File: config.mk
export PLATFORM = sky130hd
export DESIGN_NAME = stitch_pipeline_collector_flat
export DESIGN_NICKNAME = d
export VERILOG_FILES = /design/src/rtl/stitch_collector_pkg.sv /design/src/rtl/stitch_pipeline_collector_if.sv /design/src/rtl/stitch_collector_fifo.sv /design/src/rtl/stitch_pipeline_collector.sv /design/src/flat_wrapper.sv
export SDC_FILE = /design/constraint.sdc
export NUM_CORES = 1
export LEC_CHECK = 0
export CAP_MARGIN = 20
export CORE_ASPECT_RATIO = 0.7
export CORE_UTILIZATION = 45
export DETAILED_ROUTE_END_ITERATION = 16
export DONT_BUFFER_PORTS = 1
export GPL_ROUTABILITY_DRIVEN = 0
export PLACE_DENSITY = 0.68
export SETUP_SLACK_MARGIN = 0.15
export SYNTH_ARGS = -nofsm -noshare
export SYNTH_HDL_FRONTEND = slang
export SYNTH_SLANG_ARGS = --single-unit
File: constraint.sdc
create_clock -name clk -period 2.7 [get_ports clk]
set_input_delay 0.405 -clock clk [delete_from_list [all_inputs] [get_ports clk]]
set_output_delay 0.405 -clock clk [all_outputs]
set_load 0.02 [all_outputs]
File: src/rtl/stitch_collector_pkg.sv
// Shared constants and helpers for the stitched-pipeline result collector.
package stitch_collector_pkg;

  localparam int MAX_LATENCY = 8;
  localparam int MAX_DEPTH   = 16;

  // Bits needed to hold the values 0..n inclusive (an occupancy count).
  function automatic int clog2_p1(int n);
    int w;
    w = 1;
    while ((1 << w) < (n + 1)) w++;
    return w;
  endfunction

endpackage

File: src/rtl/stitch_pipeline_collector_if.sv
// Issue and result handshake bundle between a fixed-latency pipeline, the collector and downstream.
interface stitch_pipeline_collector_if #(
  parameter int DATA_W = 32
);
  logic              issue_valid;
  logic              issue_ready;
  logic [DATA_W-1:0] pipe_out;
  logic              out_valid;
  logic              out_ready;
  logic [DATA_W-1:0] out_data;

  // master: the surrounding environment (issuer, pipeline, consumer)
  modport master (
    output issue_valid, pipe_out, out_ready,
    input  issue_ready, out_valid, out_data
  );

  // slave: the collector itself
  modport slave (
    input  issue_valid, pipe_out, out_ready,
    output issue_ready, out_valid, out_data
  );
endinterface

File: src/rtl/stitch_collector_fifo.sv
// Circular-buffer FIFO with registered occupancy; head is a mux of registered memory (no bypass).
module stitch_collector_fifo
  import stitch_collector_pkg::*;
#(
  parameter int DATA_W = 32,
  parameter int DEPTH  = 4
) (
  input  logic                         clk,
  input  logic                         rst_n,
  input  logic                         push,
  input  logic [DATA_W-1:0]            push_data,
  input  logic                         pop,
  output logic [DATA_W-1:0]            head,
  output logic [clog2_p1(DEPTH)-1:0]   count
);

  localparam int CNT_W = clog2_p1(DEPTH);
  localparam int PTR_W = (DEPTH > 1) ? $clog2(DEPTH) : 1;

  logic [DATA_W-1:0] mem [DEPTH];
  logic [PTR_W-1:0]  wr_ptr;
  logic [PTR_W-1:0]  rd_ptr;
  logic              full;
  logic              do_push;
  logic              do_pop;

  assign full    = (count == CNT_W'(DEPTH));
  assign do_pop  = pop && (count != '0);
  // A push into a full FIFO is dropped unless the head leaves in the same cycle.
  assign do_push = push && (!full || do_pop);
  assign head    = mem[rd_ptr];

  function automatic logic [PTR_W-1:0] next_ptr(logic [PTR_W-1:0] p);
    return (p == PTR_W'(DEPTH - 1)) ? '0 : p + PTR_W'(1);
  endfunction

  // NOTE: storage has no reset; out_valid gates it, and leaving it out keeps it plain RAM/flops without reset fan-out.
  always_ff @(posedge clk) begin
    if (do_push) mem[wr_ptr] <= push_data;
  end

  // NOTE: all sequential state uses non-blocking assignment so every flop samples pre-edge values.
  always_ff @(posedge clk or negedge rst_n) begin
    if (!rst_n) begin
      wr_ptr <= '0;
      rd_ptr <= '0;
      count  <= '0;
    end else begin
      if (do_push) wr_ptr <= next_ptr(wr_ptr);
      if (do_pop)  rd_ptr <= next_ptr(rd_ptr);
      case ({do_push, do_pop})
        2'b10:   count <= count + CNT_W'(1);
        2'b01:   count <= count - CNT_W'(1);
        default: count <= count;
      endcase
    end
  end

endmodule

File: src/rtl/stitch_pipeline_collector.sv
// Tracks real results through a non-stalling pipeline with a valid shift register, buffers them and
// issues credits so no result is ever lost. Optional sticky overflow check: STITCH_COLLECTOR_OVERFLOW_CHECK_EN.
module stitch_pipeline_collector
  import stitch_collector_pkg::*;
#(
  parameter int DATA_W  = 32,
  parameter int LATENCY = 2,
  parameter int DEPTH   = 4
) (
  input  logic                         clk,
  input  logic                         rst_n,
  stitch_pipeline_collector_if.slave   bus,
  output logic [clog2_p1(DEPTH)-1:0]   count,
  output logic                         err_overflow
);

  localparam int INF_W = clog2_p1(LATENCY);

  logic [LATENCY-1:0] vld;
  logic [INF_W-1:0]   inflight;
  logic               credit_ok;
  logic               accept;
  logic               arrival;
  logic               pop;

  // Credits come from registered state only; a same-cycle pop frees a credit one cycle later.
  assign credit_ok       = (32'(inflight) + 32'(count)) < DEPTH;
  assign bus.issue_ready = credit_ok;
  assign accept          = bus.issue_valid && credit_ok;
  assign arrival         = vld[LATENCY-1];
  assign bus.out_valid   = (count != '0);
  assign pop             = bus.out_valid && bus.out_ready;

  always_ff @(posedge clk or negedge rst_n) begin
    if (!rst_n) begin
      vld      <= '0;
      inflight <= '0;
    end else begin
      vld[0] <= accept;
      for (int i = 1; i < LATENCY; i++) vld[i] <= vld[i-1];
      case ({accept, arrival})
        2'b10:   inflight <= inflight + INF_W'(1);
        2'b01:   inflight <= inflight - INF_W'(1);
        default: inflight <= inflight;
      endcase
    end
  end

  stitch_collector_fifo #(
    .DATA_W (DATA_W),
    .DEPTH  (DEPTH)
  ) u_fifo (
    .clk       (clk),
    .rst_n     (rst_n),
    .push      (arrival),
    .push_data (bus.pipe_out),
    .pop       (pop),
    .head      (bus.out_data),
    .count     (count)
  );

`ifdef STITCH_COLLECTOR_OVERFLOW_CHECK_EN
  logic err_q;

  // The FIFO drops the offending result itself; here we only latch the event until reset.
  always_ff @(posedge clk or negedge rst_n) begin
    if (!rst_n) begin
      err_q <= 1'b0;
    end else if (arrival && (count == $bits(count)'(DEPTH)) && !pop) begin
      err_q <= 1'b1;
    end
  end

  assign err_overflow = err_q;
`else
  assign err_overflow = 1'b0;
`endif

endmodule

File: src/flat_wrapper.sv
// flat-port wrapper written by rule: the top's interface ports become plain ports
module stitch_pipeline_collector_flat import stitch_collector_pkg::*;
#(
  parameter int DATA_W  = 32,
  parameter int LATENCY = 2,
  parameter int DEPTH   = 4
)
  (clk, rst_n, count, err_overflow, bus_issue_valid, bus_pipe_out, bus_out_ready, bus_issue_ready, bus_out_valid, bus_out_data);
  stitch_pipeline_collector_if #(.DATA_W(DATA_W)) bus_i ();
  input  logic clk;
  input  logic rst_n;
  output logic [clog2_p1(DEPTH)-1:0] count;
  output logic err_overflow;
  input wire logic [$bits(bus_i.issue_valid)-1:0] bus_issue_valid;
  input wire logic [$bits(bus_i.pipe_out)-1:0] bus_pipe_out;
  input wire logic [$bits(bus_i.out_ready)-1:0] bus_out_ready;
  output wire logic [$bits(bus_i.issue_ready)-1:0] bus_issue_ready;
  output wire logic [$bits(bus_i.out_valid)-1:0] bus_out_valid;
  output wire logic [$bits(bus_i.out_data)-1:0] bus_out_data;
  assign bus_i.issue_valid = bus_issue_valid;
  assign bus_i.pipe_out = bus_pipe_out;
  assign bus_i.out_ready = bus_out_ready;
  assign bus_issue_ready = bus_i.issue_ready;
  assign bus_out_valid = bus_i.out_valid;
  assign bus_out_data = bus_i.out_data;
  stitch_pipeline_collector #(.DATA_W(DATA_W), .LATENCY(LATENCY), .DEPTH(DEPTH)) u_core (.clk(clk), .rst_n(rst_n), .bus(bus_i), .count(count), .err_overflow(err_overflow));
endmodule
# ---- Word-level counts from Yosys, hierarchy flattened
# Memory sizes are Yosys's and may differ from the RTL's.
# Index checks and enable logic that the tools add are counted.
dict set report totals {
  reg_bits 11
  mem_bits_rw 128
  inputBits 36
  out_inout_bits 38
  elab_cells 36
  memories 1
}
# name depth word_bits rd rd_clocked_by_memory_dff wr line_no
set memory_table {}
lappend memory_table {u_core.u_fifo.mem 4 32 1 0 1 stitch_collector_fifo.sv:20} ;# logic [DATA_W-1:0] mem [DEPTH];
dict set report op_classes {
  add_sub_neg 7
  magnitude_cmp 1
  n_eq_ne 7
  muxes 6
  reduce_logical 9
}
# operator n
set op_table {}
lappend op_table {{$lt A32 B3 Y1 const B} 1}
lappend op_table {{$eq A2 B2 Y1 const B} 4}
lappend op_table {{$add A2 B1 Y2 const B} 3}
lappend op_table {{$pmux W3 S2} 1}
lappend op_table {{$add A2 B3 Y4} 1}
lappend op_table {{$eq A2 B1 Y1 const B} 2}
lappend op_table {{$logic_and A1 B1 Y1} 4}
lappend op_table {{$mux W2} 2}
lappend op_table {{$pmux W2 S2} 1}
lappend op_table {{$reduce_bool A2 Y1} 2}
lappend op_table {{$add A3 B1 Y3 const B} 1}
lappend op_table {{$eq A3 B3 Y1 const B} 1}
lappend op_table {{$reduce_bool A3 Y1} 1}
lappend op_table {{$sub A3 B1 Y3 const B} 1}
lappend op_table {{$mux W1} 2}
lappend op_table {{$sub A2 B1 Y2 const B} 1}
lappend op_table {{$logic_not A1 Y1} 1}
lappend op_table {{$logic_or A1 B1 Y1} 1}

# ---- Depth between registers and ports, before layout
# Gate-level depths: netlist of the first run.
dict set report depth {
  word_depth 7
  depth_mapped 7
}

# ---- Hierarchy
# Synthesis of the first run repeated with hierarchy kept, for this count alone.
dict set report hier_totals {
  cells_unflattened 232
  hier_area_um2 5325.1
}
# mod instances cells_each area_each_um2
set modules_own_cells {}
lappend modules_own_cells {stitch_collector_fifo 1 215 5116.2}
lappend modules_own_cells {stitch_pipeline_collector 1 17 209.0}

# ---- Worst setup path after synthesis of the first run
# No wires, ideal clock.
dict set report synth_timing {
  path_type {flip-flop to flip-flop}
  startpoint {reg u_core.u_fifo.count[1]}
  endpoint {reg u_core.inflight[1]}
  arrival_ns 2.293
  required_time_ns 2.621
  slack_ns 0.328
  path_stages_with_launch 7
  n_path_buf 0
  path_cell_list {dfrtp_1 -> ha_1 -> a311oi_1 -> nand2_1 -> ha_1 -> nor2_1 -> xor2_1}
}
dict set report synth_via {
  elab_chain_len 5
  elab_cells_between_ends 7
  cone_classes {add/sub: 1; order compare: 1; eq/ne: 2; mux: 1; reduce/logical: 2}
}
# element line_no
set synth_lines {}
lappend synth_lines {{start, declared} stitch_collector_fifo.sv:14} ;# output logic [clog2_p1(DEPTH)-1:0] count
lappend synth_lines {{start signal, assigned} stitch_collector_fifo.sv:52} ;# 2'b10: count <= count + CNT_W'(1);
lappend synth_lines {{start signal, assigned} stitch_collector_fifo.sv:53} ;# 2'b01: count <= count - CNT_W'(1);
lappend synth_lines {{start signal, assigned} stitch_collector_fifo.sv:54} ;# default: count <= count;
lappend synth_lines {{$add A2 B3 Y4 (*)} stitch_pipeline_collector.sv:27} ;# assign credit_ok = (32'(inflight) + 32'(count)) < DEPTH;
lappend synth_lines {{$lt A32 B3 Y1 (*)} stitch_pipeline_collector.sv:27}
lappend synth_lines {{via bus_issue_ready} flat_wrapper.sv:17} ;# output wire logic [$bits(bus_i.issue_ready)-1:0] bus_issue_ready;
lappend synth_lines {{$logic_and A1 B1 Y1 (*)} stitch_pipeline_collector.sv:29} ;# assign accept = bus.issue_valid && credit_ok;
lappend synth_lines {{$eq A2 B1 Y1 or $eq A2 B2 Y1 (tied branches)} stitch_pipeline_collector.sv:41} ;# case ({accept, arrival})
lappend synth_lines {{$pmux W2 S2 or $reduce_bool A2 Y1 (tied branches)} --}
lappend synth_lines {{end signal, assigned} stitch_pipeline_collector.sv:42} ;# 2'b10: inflight <= inflight + INF_W'(1);
lappend synth_lines {{end signal, assigned} stitch_pipeline_collector.sv:43} ;# 2'b01: inflight <= inflight - INF_W'(1);
lappend synth_lines {{end signal, assigned} stitch_pipeline_collector.sv:44} ;# default: inflight <= inflight;
lappend synth_lines {{end, declared} stitch_pipeline_collector.sv:20} ;# logic [INF_W-1:0] inflight;
# Mark *: on every way through the listed nets, which the timed path passes. The rest lies on a longest branch.
# A chain may end at the register's enable or synchronous reset.

# ---- Worst setup path after layout of the first run
dict set report layout_timing {
  startpoint {reg u_core.u_fifo.rd_ptr[1]}
  endpoint {out bus_out_data[24]}
}
dict set report layout_via {
  elab_chain_len 1
}
# element line_no
set layout_lines {}
lappend layout_lines {{start, declared} stitch_collector_fifo.sv:22} ;# logic [PTR_W-1:0] rd_ptr;
lappend layout_lines {{start signal, assigned} stitch_collector_fifo.sv:50} ;# if (do_pop) rd_ptr <= next_ptr(rd_ptr);
lappend layout_lines {{$mem_v2 Z4 W32} --}
lappend layout_lines {{end, declared} flat_wrapper.sv:19} ;# output wire logic [$bits(bus_i.out_data)-1:0] bus_out_data;
# Every way passes these cells.

==> results of run 1 <==
## metal layers
metal / part of all wire [%] / vias to the layer above / GRT usage [%]
li1: - / 984 / -
met1: 42 / 1130 / 19.1
met2: 47 / 59 / 24.6
met3: 9.6 / 12 / 9.36
met4: 1.6 / 0 / 7.27
met5: 0 / - / 0
## through the flow
| step | setup slack [ns] | hold WS [ns] | power [mW] | util (%) |
|---|---|---|---|---|
| global placement | 0.584 | 0.110 | 4.92 | 48.9 |
| floorplan | 0.328 | 0.109 | 4.55 | - |
| global route | 0.327 | 0.0628 | 7.24 | 53.5 |
| finish | 0.425 | 0.0901 | 6.92 | 53.5 |
| CTS | 0.373 | 0.0707 | 7.01 | 53.5 |
| detailed placement | 0.539 | 0.110 | 4.97 | 48.9 |
## layout by cell type (no fill, tap or decap), types with 3 or more instances in the layout
cell	instances
mux2_2	4
edfxtp_1	128
clkinv_2	7
xor2_1	3
and2_2	4
mux4_2	32
buf_4	8
dfrtp_1	9
nand2_1	3
clkbuf_16	17
ha_1	7
inv_1	5
xnor2_1	3
nor2_1	4
## flip-flops by register name, indices dropped and copies added, names as in the netlist
name,count
u_core.u_fifo.wr_ptr,2
u_core.vld,2
u_core.u_fifo.mem,128
u_core.u_fifo.count,3
u_core.inflight,2
u_core.u_fifo.rd_ptr,2
## where the power goes
part	leakage, nW	switching, mW	internal, mW
registers	1.29	0.257	2.73
logic	0.428	1.13	0.763
clock network	0.261	0.795	1.23
## logic make-up after synthesis
| logic type | synth area share [%] |
|---|---|
| AND/OR/NAND/NOR | 2.10 |
| XOR/XNOR | 0.990 |
| other | 0.0707 |
| multiplexers | 14.4 |
| flip-flops | 77.6 |
| AO/OA/AOI/OAI | 1.13 |
| adder cells (fa/ha/maj) | 2.03 |
| buffers and inverters | 1.65 |
## cell type report
| cell class | count | area (sq um) |
|---|---|---|
| fill | 870 | 5230 |
| sequential | 139 | 4120 |
| multi-input combinational | 77 | 1110 |
| clock buffer | 19 | 433 |
| tap | 153 | 191 |
| clock inverter | 11 | 81.3 |
| timing repair buffer | 9 | 70.1 |
| inverter | 5 | 18.8 |
## worst max path at each step
stage                                               to  slack [ns]  cells past startpoint
global route                           bus_out_data[6]        0.33                      1
finish                                bus_out_data[24]        0.42                      1
CTS                                    bus_out_data[1]        0.37                      1
global placement    u_core.u_fifo.count[2]$_DFFE_PN0P_        0.58                      6
floorplan               u_core.inflight[1]$_DFFE_PN0P_        0.33                      6
detailed placement  u_core.u_fifo.count[2]$_DFFE_PN0P_        0.54                      6
==> flow_results.xml, run 1 <==
<?xml version="1.0" encoding="UTF-8"?>
<metrics>
  <group name="cells_and_area">
    <metric name="layout_cells_sized_above_1" unit="%">30.8</metric>
    <metric name="finish.net_count" unit="">293</metric>
    <metric name="final_cells" unit="">413</metric>
    <metric name="antenna-diode-count" unit="">0</metric>
    <metric name="layout-area-overhead-vs-synth" unit="%">13.5</metric>
    <metric name="layout.cell_area.non_filler" unit="sq um">6020</metric>
  </group>
  <group name="timing">
    <metric name="clock-skew-final" unit="ns">0.00768</metric>
    <metric name="final.setup.tns" unit="ns">0</metric>
    <metric name="final_setup_violation_count" unit="">0</metric>
    <metric name="hold_violations" unit="">0</metric>
    <metric name="rsz0062_at_grt" unit="">false</metric>
    <metric name="timing.max_slew.rel_slack" unit="%">39.0</metric>
    <metric name="max_clock_freq" unit="MHz">439</metric>
    <metric name="maxSlewViolCount" unit="">0</metric>
    <metric name="timing.final.crit_share" unit="%">84.3</metric>
    <metric name="worst-slew-pin-transition" unit="ns">0.915</metric>
    <metric name="timing.final.crit_period" unit="ns">2.28</metric>
  </group>
  <group name="placement">
    <metric name="dp_hpwl" unit="um">5440</metric>
    <metric name="dpl-instance-area" unit="sq um">5500</metric>
    <metric name="buffers_on_ports" unit="">0</metric>
    <metric name="place_inst" unit="">382</metric>
  </group>
  <group name="logic_synthesis">
    <metric name="synth_commonest_cells" unit="">edfxtp_1, mux4_2, dfrtp_1</metric>
    <metric name="synth_area_leaders" unit="">edfxtp_1, mux4_2, dfrtp_1</metric>
    <metric name="register_bit_total_from_synthesis" unit="">139</metric>
    <metric name="netlist_instances" unit="">232</metric>
    <metric name="seq_area_frac_synth" unit="%">77.6</metric>
    <metric name="synthesis.yosys.warnings" unit="">0</metric>
    <metric name="synth_top_cell_area_share" unit="%">72.4</metric>
    <metric name="post_synthesis_net_count" unit="">276</metric>
    <metric name="post-synth-top-count-cell" unit="">edfxtp_1</metric>
    <metric name="synth-edff-count" unit="">128</metric>
    <metric name="synthesis.area_per_instance" unit="sq um">22.9</metric>
    <metric name="synthFlopType" unit="">edfxtp_1</metric>
    <metric name="synthDistinctLibCells" unit="">31</metric>
    <metric name="post_synth_instance_area" unit="sq um">5310</metric>
    <metric name="synth_async_sr_flop_share" unit="%">7.91</metric>
    <metric name="synthDominantAreaCellType" unit="">edfxtp_1</metric>
  </group>
  <group name="global_route">
    <metric name="overflow" unit="">0</metric>
    <metric name="grt_pass1_wl" unit="um">14000</metric>
    <metric name="first_global_vias" unit="">2461</metric>
    <metric name="largest_net_degree_at_the_start_of_global_routing" unit="">35</metric>
    <metric name="antenna_violations_before_repair" unit="">0</metric>
    <metric name="gr-usage-all-layers" unit="%">16.4</metric>
  </group>
  <group name="floorplanning">
    <metric name="design.core.area" unit="sq um">11300</metric>
    <metric name="design.die.area" unit="sq um">12200</metric>
    <metric name="die_w" unit="um">132</metric>
    <metric name="num_io_pins" unit="">74</metric>
    <metric name="floorplan.initialDensity" unit="%">47.2</metric>
    <metric name="fp.dieH" unit="um">92.9</metric>
    <metric name="std_cell_rows" unit="">32</metric>
  </group>
  <group name="drt">
    <metric name="drc" unit="">0</metric>
    <metric name="postRouteAntennaNets" unit="">0</metric>
    <metric name="routed_wl" unit="um">9000</metric>
    <metric name="routed-via-count" unit="">2185</metric>
    <metric name="vias_per_cell" unit="">5.29</metric>
    <metric name="detailedRoute.firstIterationViolations" unit="">154</metric>
    <metric name="wl_cell" unit="um">21.8</metric>
    <metric name="dr.pass1.iters" unit="">3</metric>
  </group>
  <group name="worst_setup_path">
    <metric name="critPathKind" unit="">register to output pin</metric>
    <metric name="endpoint_kind" unit="">output pin</metric>
    <metric name="r2r_setup_slk" unit="ns">0.54</metric>
    <metric name="max_stage_delay_on_crit_path" unit="ns">0.92</metric>
    <metric name="worst_r2r_src" unit="">u_core.u_fifo.count[1]$_DFFE_PN0P_</metric>
    <metric name="worst-endpoint-arrival" unit="ns">1.87</metric>
    <metric name="worstPathMaxFanout" unit="">34</metric>
    <metric name="critical_path.startpoint_type" unit="">register</metric>
    <metric name="critPathBufInv" unit="">0</metric>
    <metric name="worstPathRequired" unit="ns">2.30</metric>
    <metric name="critical_path.cell_chain" unit="">mux4_2</metric>
    <metric name="worst_path_dominant_cell_family" unit="">flip-flops</metric>
    <metric name="reg2reg_depth" unit="">6</metric>
    <metric name="timing.rr.end" unit="">u_core.u_fifo.count[2]$_DFFE_PN0P_</metric>
    <metric name="critPathLaunch" unit="">u_core.u_fifo.rd_ptr[1]$_DFFE_PN0N_</metric>
    <metric name="crit_path_top_delay_cell" unit="">dfrtp_2</metric>
  </group>
  <group name="cts">
    <metric name="cts-resized-gates" unit="">0</metric>
    <metric name="clkSinkCount" unit="">139</metric>
    <metric name="clock_insertion_delay_worst_skew" unit="ns">0.41</metric>
    <metric name="root_cell_of_the_clock_tree" unit="">clkbuf_16</metric>
    <metric name="h-tree-depth" unit="">4</metric>
    <metric name="cts_buffers" unit="">17</metric>
    <metric name="cts_hold_repair.buffers" unit="">1</metric>
    <metric name="clkSlewWorstSetupHoldPaths" unit="ns">0.05</metric>
    <metric name="tritoncts" unit="">done</metric>
    <metric name="cts_setup_buffers" unit="">0</metric>
    <metric name="cts_buffer_depth" unit="">2</metric>
  </group>
  <group name="power_and_ir_drop">
    <metric name="p_leak" unit="nW">1.98</metric>
    <metric name="cellPowerDensity" unit="nW/um^2">1150</metric>
    <metric name="max-vdd-ir-drop" unit="mV">0.688</metric>
  </group>
  <group name="hold_path">
    <metric name="hold_path.class" unit="">input pin to register</metric>
    <metric name="worst_hold_path.endpoint" unit="">u_core.u_fifo.mem[3][14]$_DFFE_PP_</metric>
    <metric name="timing.hold.worst.start" unit="">bus_pipe_out[14]</metric>
    <metric name="min_delay_path_depth" unit="">0</metric>
  </group>
  <group name="run">
    <metric name="max-cap-violations" unit="">0</metric>
  </group>
  <group name="outcome">
    <metric name="run_status" unit="">finished clean</metric>
  </group>
</metrics>
Power figures use the tool's default switching activity.
==> inputs of run 2 (changes only) <==
Clock period 2.7 ns to 2.17 ns, I/O delays scaled along.
==> flow_results.xml, run 2 (synthesis gave the netlist of run 1 again) <==
<?xml version="1.0" encoding="UTF-8"?>
<metrics>
  <group name="hold_path">
    <metric name="hold_path.class" unit="">input pin to register</metric>
    <metric name="worst_hold_path.endpoint" unit="">u_core.vld[0]$_DFF_PN0_</metric>
    <metric name="timing.hold.worst.start" unit="">bus_issue_valid</metric>
    <metric name="min_delay_path_depth" unit="">2</metric>
  </group>
  <group name="drt">
    <metric name="routed_wl" unit="um">9440</metric>
    <metric name="detailedRoute.firstIterationViolations" unit="">106</metric>
    <metric name="drc" unit="">0</metric>
    <metric name="postRouteAntennaNets" unit="">0</metric>
    <metric name="vias_per_cell" unit="">5.21</metric>
    <metric name="routed-via-count" unit="">2432</metric>
    <metric name="wl_cell" unit="um">20.2</metric>
    <metric name="dr.pass1.iters" unit="">4</metric>
  </group>
  <group name="floorplanning">
    <metric name="std_cell_rows" unit="">32</metric>
    <metric name="die_w" unit="um">132</metric>
    <metric name="num_io_pins" unit="">74</metric>
    <metric name="floorplan.initialDensity" unit="%">47.2</metric>
    <metric name="design.core.area" unit="sq um">11300</metric>
    <metric name="design.die.area" unit="sq um">12200</metric>
    <metric name="fp.dieH" unit="um">92.9</metric>
  </group>
  <group name="cells_and_area">
    <metric name="antenna-diode-count" unit="">0</metric>
    <metric name="max_flop_register" unit="">u_core.u_fifo.mem</metric>
    <metric name="final_cells" unit="">467</metric>
    <metric name="largest_reg_flops" unit="">128</metric>
    <metric name="layout-area-overhead-vs-synth" unit="%">24.8</metric>
    <metric name="layout_cells_sized_above_1" unit="%">31.8</metric>
    <metric name="reg.largest.list" unit="">u_core.u_fifo.mem (128), u_core.u_fifo.count (3)</metric>
    <metric name="final_cell_mix" unit="">edfxtp_1, dlygate4sd3_1, mux4_2</metric>
    <metric name="layout_commonest_cell" unit="">edfxtp_1</metric>
    <metric name="finish.net_count" unit="">345</metric>
  </group>
  <group name="worst_setup_path">
    <metric name="worstPathMaxFanout" unit="">14</metric>
    <metric name="crit_path_top_delay_cell" unit="">mux4_2</metric>
    <metric name="critical_path.cell_chain" unit="">buf_12 &gt; mux4_2</metric>
    <metric name="timing.rr.end" unit="">u_core.u_fifo.count[2]$_DFFE_PN0P_</metric>
    <metric name="max_stage_delay_on_crit_path" unit="ns">0.61</metric>
    <metric name="critPathKind" unit="">register to output pin</metric>
    <metric name="critPathBufInv" unit="">1</metric>
    <metric name="worstPathRequired" unit="ns">1.84</metric>
    <metric name="r2r_setup_slk" unit="ns">0.24</metric>
    <metric name="worst-endpoint-arrival" unit="ns">1.69</metric>
    <metric name="reg2reg_depth" unit="">6</metric>
    <metric name="worst_r2r_src" unit="">u_core.u_fifo.count[1]$_DFFE_PN0P_</metric>
    <metric name="critical_path.startpoint_type" unit="">register</metric>
    <metric name="worst_path_dominant_cell_family" unit="">multiplexers</metric>
    <metric name="timing.critical_path.depth" unit="">2</metric>
    <metric name="endpoint_kind" unit="">output pin</metric>
  </group>
  <group name="timing">
    <metric name="timing.final.crit_period" unit="ns">2.01</metric>
    <metric name="max_clock_freq" unit="MHz">497</metric>
    <metric name="worst-slew-pin-transition" unit="ns">0.525</metric>
    <metric name="clock-skew-final" unit="ns">0.00953</metric>
    <metric name="timing.final.crit_share" unit="%">92.8</metric>
    <metric name="final_setup_violation_count" unit="">0</metric>
    <metric name="hold_violations" unit="">0</metric>
    <metric name="maxSlewViolCount" unit="">0</metric>
    <metric name="final.setup.tns" unit="ns">0</metric>
    <metric name="timing.max_slew.rel_slack" unit="%">64.9</metric>
    <metric name="rsz0062_at_grt" unit="">true</metric>
  </group>
  <group name="cts">
    <metric name="root_cell_of_the_clock_tree" unit="">clkbuf_16</metric>
    <metric name="h-tree-depth" unit="">4</metric>
    <metric name="cts_buffer_depth" unit="">2</metric>
    <metric name="clkSinkCount" unit="">139</metric>
    <metric name="tritoncts" unit="">done</metric>
    <metric name="cts_buffers" unit="">17</metric>
    <metric name="clkSlewWorstSetupHoldPaths" unit="ns">0.06</metric>
    <metric name="clock_insertion_delay_worst_skew" unit="ns">0.41</metric>
  </group>
  <group name="global_route">
    <metric name="grt_pass1_wl" unit="um">14600</metric>
    <metric name="gr-usage-all-layers" unit="%">16.8</metric>
    <metric name="first_global_vias" unit="">2575</metric>
    <metric name="largest_net_degree_at_the_start_of_global_routing" unit="">22</metric>
    <metric name="antenna_violations_before_repair" unit="">0</metric>
    <metric name="overflow" unit="">0</metric>
  </group>
  <group name="power_and_ir_drop">
    <metric name="max-vdd-ir-drop" unit="mV">0.614</metric>
    <metric name="p_leak" unit="nW">2.24</metric>
    <metric name="cellPowerDensity" unit="nW/um^2">1380</metric>
  </group>
  <group name="placement">
    <metric name="buffers_on_ports" unit="">0</metric>
    <metric name="dp_hpwl" unit="um">5630</metric>
    <metric name="place_inst" unit="">391</metric>
  </group>
  <group name="run">
    <metric name="max-cap-violations" unit="">0</metric>
  </group>
  <group name="outcome">
    <metric name="run_status" unit="">finished clean</metric>
  </group>
</metrics>
[run 2: power breakdown]
| part | switching, mW | internal, mW | total [mW] |
|---|---|---|---|
| registers | 0.179 | 3.40 | 3.58 |
| clock network | 1.07 | 1.69 | 2.77 |
| logic | 1.62 | 1.18 | 2.80 |
| total | 2.87 | 6.27 | 9.14 |
[run 2: area by class of cell]
type | instances | area (sq um)
clock inverters | 14 | 146
inverters | 5 | 18.8
well taps | 153 | 191
repair buffers | 61 | 601
clock buffers | 18 | 429
fillers | 836 | 4630
flip-flops and latches | 139 | 4120
multi-input cells | 77 | 1110
[run 2: metrics by stage]
| step | setup slack, ns | power [mW] | hold WS (ns) | instance area (sq um) | utilization (%) |
|---|---|---|---|---|---|
| floorplan | 0.0377 | 5.69 | 0.0299 | 5320 | - |
| global placement | 0.172 | 6.20 | 0.0301 | 5590 | 49.7 |
| detailed placement | 0.128 | 6.27 | 0.0301 | 5590 | 49.7 |
| CTS | 0.162 | 9.18 | 0.00105 | 6520 | 57.9 |
| global route | 0.102 | 9.59 | 0.0606 | 6630 | 58.9 |
| finish | 0.157 | 9.14 | 0.0604 | 6630 | 58.9 |
[run 2: worst max path at each step]
stage	start	endpoint	slack, ns
after CTS	u_core.u_fifo.rd_ptr[0]$_DFFE_PN0N_	bus_out_data[19]	0.16
final	u_core.u_fifo.rd_ptr[0]$_DFFE_PN0N_	bus_out_data[19]	0.16
after global placement	u_core.u_fifo.count[1]$_DFFE_PN0P_	u_core.u_fifo.count[2]$_DFFE_PN0P_	0.17
after floorplan	u_core.u_fifo.count[0]$_DFFE_PN0P_	u_core.u_fifo.count[2]$_DFFE_PN0P_	0.04
after detailed placement	u_core.u_fifo.count[1]$_DFFE_PN0P_	u_core.u_fifo.count[2]$_DFFE_PN0P_	0.13
after global routing	u_core.u_fifo.count[1]$_DFFE_PN0P_	u_core.u_fifo.count[2]$_DFFE_PN0P_	0.10
[run 2: metal layers]
layer	track usage (%)	part of all wire, %	vias up
met5	0	0	-
met3	6.84	5.7	8
met1	21.1	45	1268
met2	26.0	49	58
met4	7.17	1.0	0
li1	-	-	1098
[run 2: timing repair]
action | in CTS | in global routing
resized for setup | 2 | 2
hold buffers | 33 | 7
setup endpoints to repair | 16 | 11
cloned | 0 | 1
buffers inserted | 2 | 1
pin swaps | 0 | 3
endpoints found under the hold margin | 126 | 13
==> inputs of run 3 (changes only) <==
Settings changed: GPL_ROUTABILITY_DRIVEN 0 to 1.
==> results of run 3 <==
The final DEF is identical to that of run 2; final timing and power are the same.
==> edit: new RTL, config.mk and constraints of run 3 <==
The option `STITCH_COLLECTOR_OVERFLOW_CHECK_EN` is turned on by a define.
--- a/src/rtl/stitch_pipeline_collector.sv
+++ b/src/rtl/stitch_pipeline_collector.sv
@@ -1,4 +1,6 @@
 // Tracks real results through a non-stalling pipeline with a valid shift register, buffers them and
 // issues credits so no result is ever lost. Optional sticky overflow check: STITCH_COLLECTOR_OVERFLOW_CHECK_EN.
+`define STITCH_COLLECTOR_OVERFLOW_CHECK_EN
+
 module stitch_pipeline_collector
   import stitch_collector_pkg::*;
Function: no difference found for any inputs over 10 cycles, from zero or initial values and one cycle with rst_n low; that may be too few to reach the edited logic, so the function may still have changed.
==> edit against run 3 <==
- critical path depth unchanged
- final area down 1.3%
- count of clock-buffer cells in the layout up 1
- total power decreased by 0.56%
- sequential cell count is 1 higher
- routed wire length down 2.1%
- utilization shrank 1.0 points
- synthesized area grew 0.97%
- sequential power up 3%
- die area increased by 0.94%
- global-route usage is 0.54 points lower
- non-clock buffer count down 13
- setup slack gained 0.0056 ns
- largest cell class unchanged
- largest power group unchanged
==> edit: results (changes against run 3) <==
[status]
status=finished, final reports clean

[yosys]
synth_common_cells=edfxtp_1 (128), mux4_2 (32), dfrtp_1 (12), ha_1 (7)
synth_edf_count=128  ; unchanged
ys_warn_count=0  ; unchanged
netlist_top_cells_area=edfxtp_1 (72%), mux4_2 (13%), dfrtp_1 (5.6%)
ys_seq_area_share_pct=77.3  ; -0.28 points
postSynthAreaPerCell_sq_um=22.8  ; -0.32%
yosysUniqueCellTypes=34  ; +9.7%
async_reset_ff_share_pct=8.57  ; +0.66 points
synth_nets=279  ; +1.1%

[route]
viasPerCell=5.25  ; +0.72%
drt_iter0_drc=191  ; +80%
wl_mm=9.25  ; -2.1%
wl_per_cell_um=20.2  ; about the same

[placed_design]
gp_congestion=0.728  ; -0.90%
dpl.hpwl_mm=5.35  ; -5.1%
port_buffers=0  ; unchanged
dpl.cell_count=389  ; -0.51%
post-place-ws_ns=0.150  ; +0.0211 ns

[setup_path]
slowest_delay_ns=0.62
arrival_ns=1.68
critical_path.max_fanout=16  ; +2
crit_family=multiplexers

[layout]
nFillCells=844  ; +0.96%
nNetsFinal=335  ; -2.9%
drive_gt1_share_pct=29.9  ; -1.9 points

[clock_network]
numCtsBuffers=17  ; unchanged
cts-root-buf=clkbuf_16
clk_pin_slew_ns=0.06  ; about the same
cts_max_path_buffers=2  ; unchanged
ctsHtreeMaxLevel=4  ; unchanged
clk_latency_ns=0.40

[global_routing]
grt_max_degree=33  ; +50%
track_usage_pct=16.3  ; -0.54 points
first_global_vias=2545  ; -1.2%
grt_pass1_wl_mm=14.3  ; -2.1%
antenna_found_initial=0  ; unchanged

[sta]
clock-skew-final_ns=0.0103  ; +0.000791 ns
worst_slew_pin_slew_ns=0.602  ; +0.0769 ns

[pwr]
ir_worst_vdd_uv=661  ; +7.7%
sw_frac_of_total_pct=32.1  ; +0.70 points
leakagePower_nw=2.18  ; -2.8%

[min_path]
hold_path_class=in2reg

-- edit: cell types whose count changed in the layout (fill, tap and decap cells not counted), sizes merged, moves of 2 or more --
cell	change
clkinvlp	+4
buf	-5
dlygate4sd3	-7
inv	+2
clkinv	-5
-- edit: cell type report --
cell class | count | area share, %
multi-input combinational | 78 | 17.4
clock inverter | 13 | 1.78
clock buffer | 19 | 6.62
inverter | 6 | 0.345
tap | 153 | 2.93
timing repair buffer | 48 | 7.41
sequential | 140 | 63.5
-- edit: through the flow --
stage	area, sq um	hold WS [ns]
after global routing	6540	0.00000316
final	6540	0.0212
after global placement	5630	0.0302
after CTS	6490	0.00168
after detailed placement	5630	0.0301
after floorplan	5370	0.0299
-- edit: worst paths after layout --
path	slack [ns]	from	to	cells past startpoint
max	0.16	u_core.u_fifo.rd_ptr[0]	bus_out_data[1]	2
min	0.02	bus_pipe_out[1]	u_core.u_fifo.mem[1][1]	0
max reg2reg	0.25	u_core.u_fifo.count[2]	u_core.u_fifo.count[2]	7
min reg2reg	0.35	u_core.vld[0]	u_core.vld[1]	0
max in group asynchronous	1.37	rst_n	u_core.u_fifo.rd_ptr[1]	1
min in group asynchronous	0.37	rst_n	u_core.vld[0]	1
-- edit: metal layers --
layer / track usage (%) / share of wire, %
met1: 21.2 / 45
met2: 24.6 / 47
met3: 6.18 / 6.6
met4: 7.18 / 1.1
met5: 0 / 0
-- edit: power groups by stage --
stage,clock (mW),combinational (mW),sequential (mW)
6_report,2.67,2.75,3.68
5_1_grt,2.83,2.95,3.72
4_1_cts,2.72,2.77,3.69
3_5_place_dp,0,2.63,3.77
3_3_place_gp,0,2.60,3.75
2_1_floorplan,0,2.13,3.65
-- edit: cells by family after synthesis --
kind of cell	count (synthesis)	synth area share (%)
AND/OR/NAND/NOR	19	2.29
flip-flops	140	77.3
AO/OA/AOI/OAI	9	1.42
adder cells (fa/ha/maj)	8	2.01
XOR/XNOR	6	0.981
buffers and inverters	17	1.68
multiplexers	36	14.3
-- edit: timing repair --
action	in CTS	in global routing
pin swaps	1	2
buffers inserted	2	1
resized for setup	1	4
hold buffers	30	3
endpoints found under the hold margin	123	6
setup endpoints to repair	93	130
